==> src/rtl/instr_fetch_unit_pkg.sv <==
// Shared fetch-stage definitions, also imported by the control unit.
package instr_fetch_unit_pkg;

  localparam int INSTR_W = 16;

  typedef enum logic [2:0] {
    ST_IDLE  = 3'd0,
    ST_FETCH = 3'd1,
    ST_WAIT  = 3'd2,
    ST_VALID = 3'd3,
    ST_FAULT = 3'd4
  } fetch_state_e;

  localparam logic [1:0] PCSRC_SEQ = 2'b00;
  localparam logic [1:0] PCSRC_BR  = 2'b01;
  localparam logic [1:0] PCSRC_JMP = 2'b10;
  localparam logic [1:0] PCSRC_RET = 2'b11;

  localparam logic [1:0] FAULT_NONE     = 2'b00;
  localparam logic [1:0] FAULT_MISALIGN = 2'b01;
  localparam logic [1:0] FAULT_RANGE    = 2'b10;

endpackage

==> src/rtl/instr_fetch_unit_next_pc_mux.sv <==
// Next-PC selection: sequential pc+2 (wrapping mod 2^16) or one of three redirects.
module next_pc_mux
  import instr_fetch_unit_pkg::*;
(
  input  logic [15:0] pc,
  input  logic [1:0]  pc_src,
  input  logic [15:0] branch_target,
  input  logic [15:0] jump_target,
  input  logic [15:0] ret_target,
  output logic [15:0] pc_plus2,
  output logic [15:0] next_pc
);

  // Adder plus 4:1 select; redirect targets pass through unchecked.
  always_comb begin
    pc_plus2 = pc + 16'd2;
    next_pc  = pc_plus2;
    case (pc_src)
      PCSRC_BR:  next_pc = branch_target;
      PCSRC_JMP: next_pc = jump_target;
      PCSRC_RET: next_pc = ret_target;
      default:   next_pc = pc_plus2;
    endcase
  end

endmodule

==> src/rtl/instr_fetch_unit.sv <==
// Fetch front-end: owns the PC, captures the instruction word into IR and
// hands it to the control unit with a valid/advance handshake.
module instr_fetch_unit
  import instr_fetch_unit_pkg::*;
#(
  parameter logic [15:0] RESET_PC   = 16'h0000,
  parameter int          IMEM_BYTES = 256,
  parameter int          MEM_LAT    = 0
) (
  input  logic                 clk,
  input  logic                 reset,
  input  logic                 start,
  output logic [15:0]          imem_addr,
  input  logic [INSTR_W-1:0]   imem_data,
  output logic [INSTR_W-1:0]   ir,
  output logic                 ir_valid,
  output logic [15:0]          pc,
  output logic [15:0]          pc_plus2,
  input  logic                 advance,
  input  logic [1:0]           pc_src,
  input  logic [15:0]          branch_target,
  input  logic [15:0]          jump_target,
  input  logic [15:0]          ret_target,
  output logic                 fault,
  output logic [1:0]           fault_code
);

  // Compared on 17 bits so a 64 KiB memory still has a representable limit.
  localparam logic [16:0] LAST_ADDR = 17'(IMEM_BYTES - 2);
  localparam logic [2:0]  WAIT_INIT = (MEM_LAT > 0) ? 3'(MEM_LAT - 1) : 3'd0;

  fetch_state_e       state_q, state_d;
  logic [15:0]        pc_q, pc_d;
  logic [INSTR_W-1:0] ir_q, ir_d;
  logic [2:0]         cnt_q, cnt_d;
  logic [1:0]         fault_code_q, fault_code_d;
  logic [15:0]        next_pc;

  next_pc_mux u_next_pc_mux (
    .pc            (pc_q),
    .pc_src        (pc_src),
    .branch_target (branch_target),
    .jump_target   (jump_target),
    .ret_target    (ret_target),
    .pc_plus2      (pc_plus2),
    .next_pc       (next_pc)
  );

  // Next-state logic; each input is honoured only in the state that owns it.
  always_comb begin
    state_d      = state_q;
    pc_d         = pc_q;
    ir_d         = ir_q;
    cnt_d        = cnt_q;
    fault_code_d = fault_code_q;
    case (state_q)
      ST_IDLE: begin
        if (start) state_d = ST_FETCH;
      end
      ST_FETCH: begin
        if (pc_q[0]) begin
          fault_code_d = FAULT_MISALIGN;
          state_d      = ST_FAULT;
        end else if ({1'b0, pc_q} > LAST_ADDR) begin
          fault_code_d = FAULT_RANGE;
          state_d      = ST_FAULT;
        end else if (MEM_LAT == 0) begin
          ir_d    = imem_data;
          state_d = ST_VALID;
        end else begin
          cnt_d   = WAIT_INIT;
          state_d = ST_WAIT;
        end
      end
      ST_WAIT: begin
        if (cnt_q == 3'd0) begin
          ir_d    = imem_data;
          state_d = ST_VALID;
        end else begin
          cnt_d = cnt_q - 3'd1;
        end
      end
      ST_VALID: begin
        if (advance) begin
          pc_d    = next_pc;
          state_d = ST_FETCH;
        end
      end
      ST_FAULT: begin
        state_d = ST_FAULT;
      end
      default: begin
        state_d = ST_IDLE;
      end
    endcase
  end

  // State and datapath registers; reset overrides everything, including a pending capture.
  always_ff @(posedge clk) begin
    if (reset) begin
      state_q      <= ST_IDLE;
      pc_q         <= RESET_PC;
      ir_q         <= '0;
      cnt_q        <= 3'd0;
      fault_code_q <= FAULT_NONE;
    end else begin
      state_q      <= state_d;
      pc_q         <= pc_d;
      ir_q         <= ir_d;
      cnt_q        <= cnt_d;
      fault_code_q <= fault_code_d;
    end
  end

  assign imem_addr  = pc_q;
  assign pc         = pc_q;
  assign ir         = ir_q;
  assign ir_valid   = (state_q == ST_VALID);
  assign fault      = (state_q == ST_FAULT);
  assign fault_code = fault_code_q;

endmodule

==> config.mk <==
export PLATFORM = sky130hd
export DESIGN_NAME = instr_fetch_unit
export DESIGN_NICKNAME = d
export VERILOG_FILES = /design/src/rtl/instr_fetch_unit_pkg.sv /design/src/rtl/instr_fetch_unit_next_pc_mux.sv /design/src/rtl/instr_fetch_unit.sv
export SDC_FILE = /design/constraint.sdc
export NUM_CORES = 1
export LEC_CHECK = 0
export CAP_MARGIN = 20
export CORE_MARGIN = 2
export CORE_UTILIZATION = 44
export DETAILED_ROUTE_END_ITERATION = 12
export PLACE_DENSITY = 0.85
export RECOVER_POWER = 50
export SYNTH_ARGS = -nofsm -noshare
export SYNTH_HDL_FRONTEND = slang
export SYNTH_SLANG_ARGS = --single-unit
==> constraint.sdc <==
create_clock -name clk -period 3.5 [get_ports clk]
set_input_delay 0.7 -clock clk [delete_from_list [all_inputs] [get_ports clk]]
set_output_delay 0.7 -clock clk [all_outputs]
set_load 0.1 [all_outputs]
==> results.md <==
* Status: finished, violations left
* Failing checks: capacitance limit, slew limit
* Synth area leaders: dfxtp_1 29%, mux2i_1 8.6%, nand2b_1 7.4%
* Area Overhead vs Synth at 41.1%
* Total die area at 7020 µm²
* Share of post-route cells with drive strength above 1 at 13.5%
* TritonCTS Buffers at 5
* PD cells at 427 nW/µm²
* Post-synthesis sequential area ratio at 28.6%
* Cells after Synth at 316
* Vias per Instance at 5.48
* DRT Wirelength at 7.87 mm
* Fin crit share at 85.8%
* WL/cell at 15.8 µm
* CTS Sinks at 40
* Min-Delay Path Class: reg2reg
* Avg Cell Area, Syn at 8.86 µm²
* Post-synth top area cell: dfxtp_1
* Total Nets Final at 495
* Post-cts sizing count at 0
* Syn_nets at 389
* Final setup violation count at 0
* Post-placement cell area at 4030 µm²
* Die W at 83.8 µm
* Die Ht at 83.8 µm
* Power Total at 1.69 mW
* Worst-Skew Late Latency at 0.30 ns
* Worst clock skew at 0.00929 ns
* Post-synth EDFFs at 0
* Antenna-violating nets left at 0
* Final Wtd Congestion at 0.945
* Top cells by count, synth: 40 x dfxtp_1, 33 x nand2b_1, 24 x mux2i_1, 19 x buf_4, 16 x a21oi_1
* Yosys warns at 0
* Max_slew headroom at -37.0%
* Ys flop type: dfxtp_1
* Total global-route track usage at 21.8%
* CTS tree: done
* Core area at 6240 µm²
* Fmax at 0.333 GHz
* Clock transition at path regs at 0.07 ns
* Placed Cells at 492
* CP arrival at 2.30 ns
* Place WS at 0.834 ns
* Initial Util at 44.9%
* Buffer depth of the longest clock path at 2
* Asr flop ratio synth at 0%
* First-pass GRT wire length at 12.7 mm
* Worst setup margin at 0.497 ns
* Finished Layout Cells at 499
* Crit Path Max Fanout at 9
* Post-route cell area at 3950 µm²
* Drt drc at 0
* Startpoint type of the worst setup path: flip-flop
* Setup bufs post-CTS at 0
* Post-synth cell types at 61
* Max Cap Viol at 1
* Slew Limit Fails at 17
* Ant diodes at 0
* Crit end category: output pin
* Io pins at 138
* Tightest Pin Transition at 2.05 ns
* Worst Path Required at 2.80 ns
* Largest net degree at the start of global routing at 47
* Critical path class: reg2out
* Htree depth at 2
* Post-DP HPWL at 5.96 mm
* Final worst path period need at 3.00 ns
* PortBufs at 137
* Antenna violations before repair at 0
* Row count at 29
* Maximum vdd drop at 0.000355 V
* Vias in the first global route at 2,570
* Top cell type's share of synthesized area at 28.6%
* Fin util at 63.3%
* Via count at 2,737
* Initial drt markers at 324
* Root Buffer: clkbuf_8
* Seq cells post-synth at 40
* Pre-antenna DRT Iters at 4
* Final hold vios at 0
* RSZ-0062 raised after global routing: false
* Post-Syn Area at 2800 µm²
* CTS Hold Bufs at 0
* Global-route congestion overflow total at 0
* Pleak at 1.47 nW
* Most common cell in the netlist: dfxtp_1
## stage by stage
step,hold WS (ns),TNS [ns]
3_5_place_dp,0.464,0
5_1_grt,0.494,0
2_1_floorplan,0.478,-0.304
4_1_cts,0.475,0
6_report,0.469,0
3_3_place_gp,0.458,0
## cell usage in the layout (no fill, tap or decap), types with 3 or more instances in the layout
cell type	netlist	final
xnor2_2	0	9
nand3_1	7	7
clkdlybuf4s50_1	0	85
o32ai_1	4	4
inv_1	12	12
mux2i_1	24	24
nand2_1	15	15
ha_1	3	3
mux2_2	8	8
buf_12	1	3
nor2_1	13	14
o31a_1	3	3
nand2b_1	33	33
clkbuf_8	1	5
a22oi_1	7	7
nor3_1	7	7
clkbuf_1	9	38
or3_1	3	3
dfxtp_1	40	40
a211oi_1	7	7
buf_4	19	13
a21oi_1	16	17
o21ai_0	6	6
nand4_1	5	5
mux4_2	4	4
## registers in the layout (all words and copies together) (netlist names)
signal      flops
state_q         3
ir             16
fault_code      2
imem_addr      16
cnt_q           3
## power by group
group | total [mW] | switching, mW | internal, mW
clock | 0.300 | 0.165 | 0.135
sequential | 0.556 | 0.0502 | 0.506
combinational | 0.833 | 0.571 | 0.262
## cell type report
cell class                      count  area [µm²]
Multi-Input combinational cell    222        1760
Fill cell                         564        2290
Inverter                           12        45.0
Sequential cell                    40         801
Timing Repair Buffer              141        1170
Tap cell                           77        96.3
Clock buffer                        5        68.8
Clock inverter                      2        12.5
## critical path, cell delays in order (launching register included)
cell and delay [ns]:
dfxtp_1 0.49, ha_1 0.34, nand4_2 0.23, nor4_2 0.55, xor2_4 0.20, buf_12 0.19
## final timing paths
kind                                     from            to  slack (ns)  depth (start not counted)
worst max register to register  imem_addr[11]         ir[1]        0.50                          4
worst max-delay path             imem_addr[1]  pc_plus2[15]        0.50                          5
worst min register to register         ir[14]        ir[14]        0.47                          2
worst min-delay path                   ir[14]        ir[14]        0.47                          2
## per-layer routing
metal | share of wire [%] | vias to the layer above | track usage (%) | routed length (µm)
met5 | 0 | - | 0 | 0
met4 | 1.1 | 0 | 4.99 | 83
met3 | 6.6 | 7 | 3.36 | 518
met2 | 50 | 105 | 37.5 | 3910
met1 | 43 | 1301 | 28.9 | 3360
li1 | - | 1324 | - | -
## logic make-up after synthesis
family | share of synthesized area, %
buffers and inverters | 11.7
DFF | 28.6
and+or+nand+nor | 24.4
AOI/OAI and AO/OA | 14.9
adders and majority gates | 1.34
xor gates and xnor gates | 4.07
muxes | 15.0
Note: power is estimated with default switching activity, not from simulation.
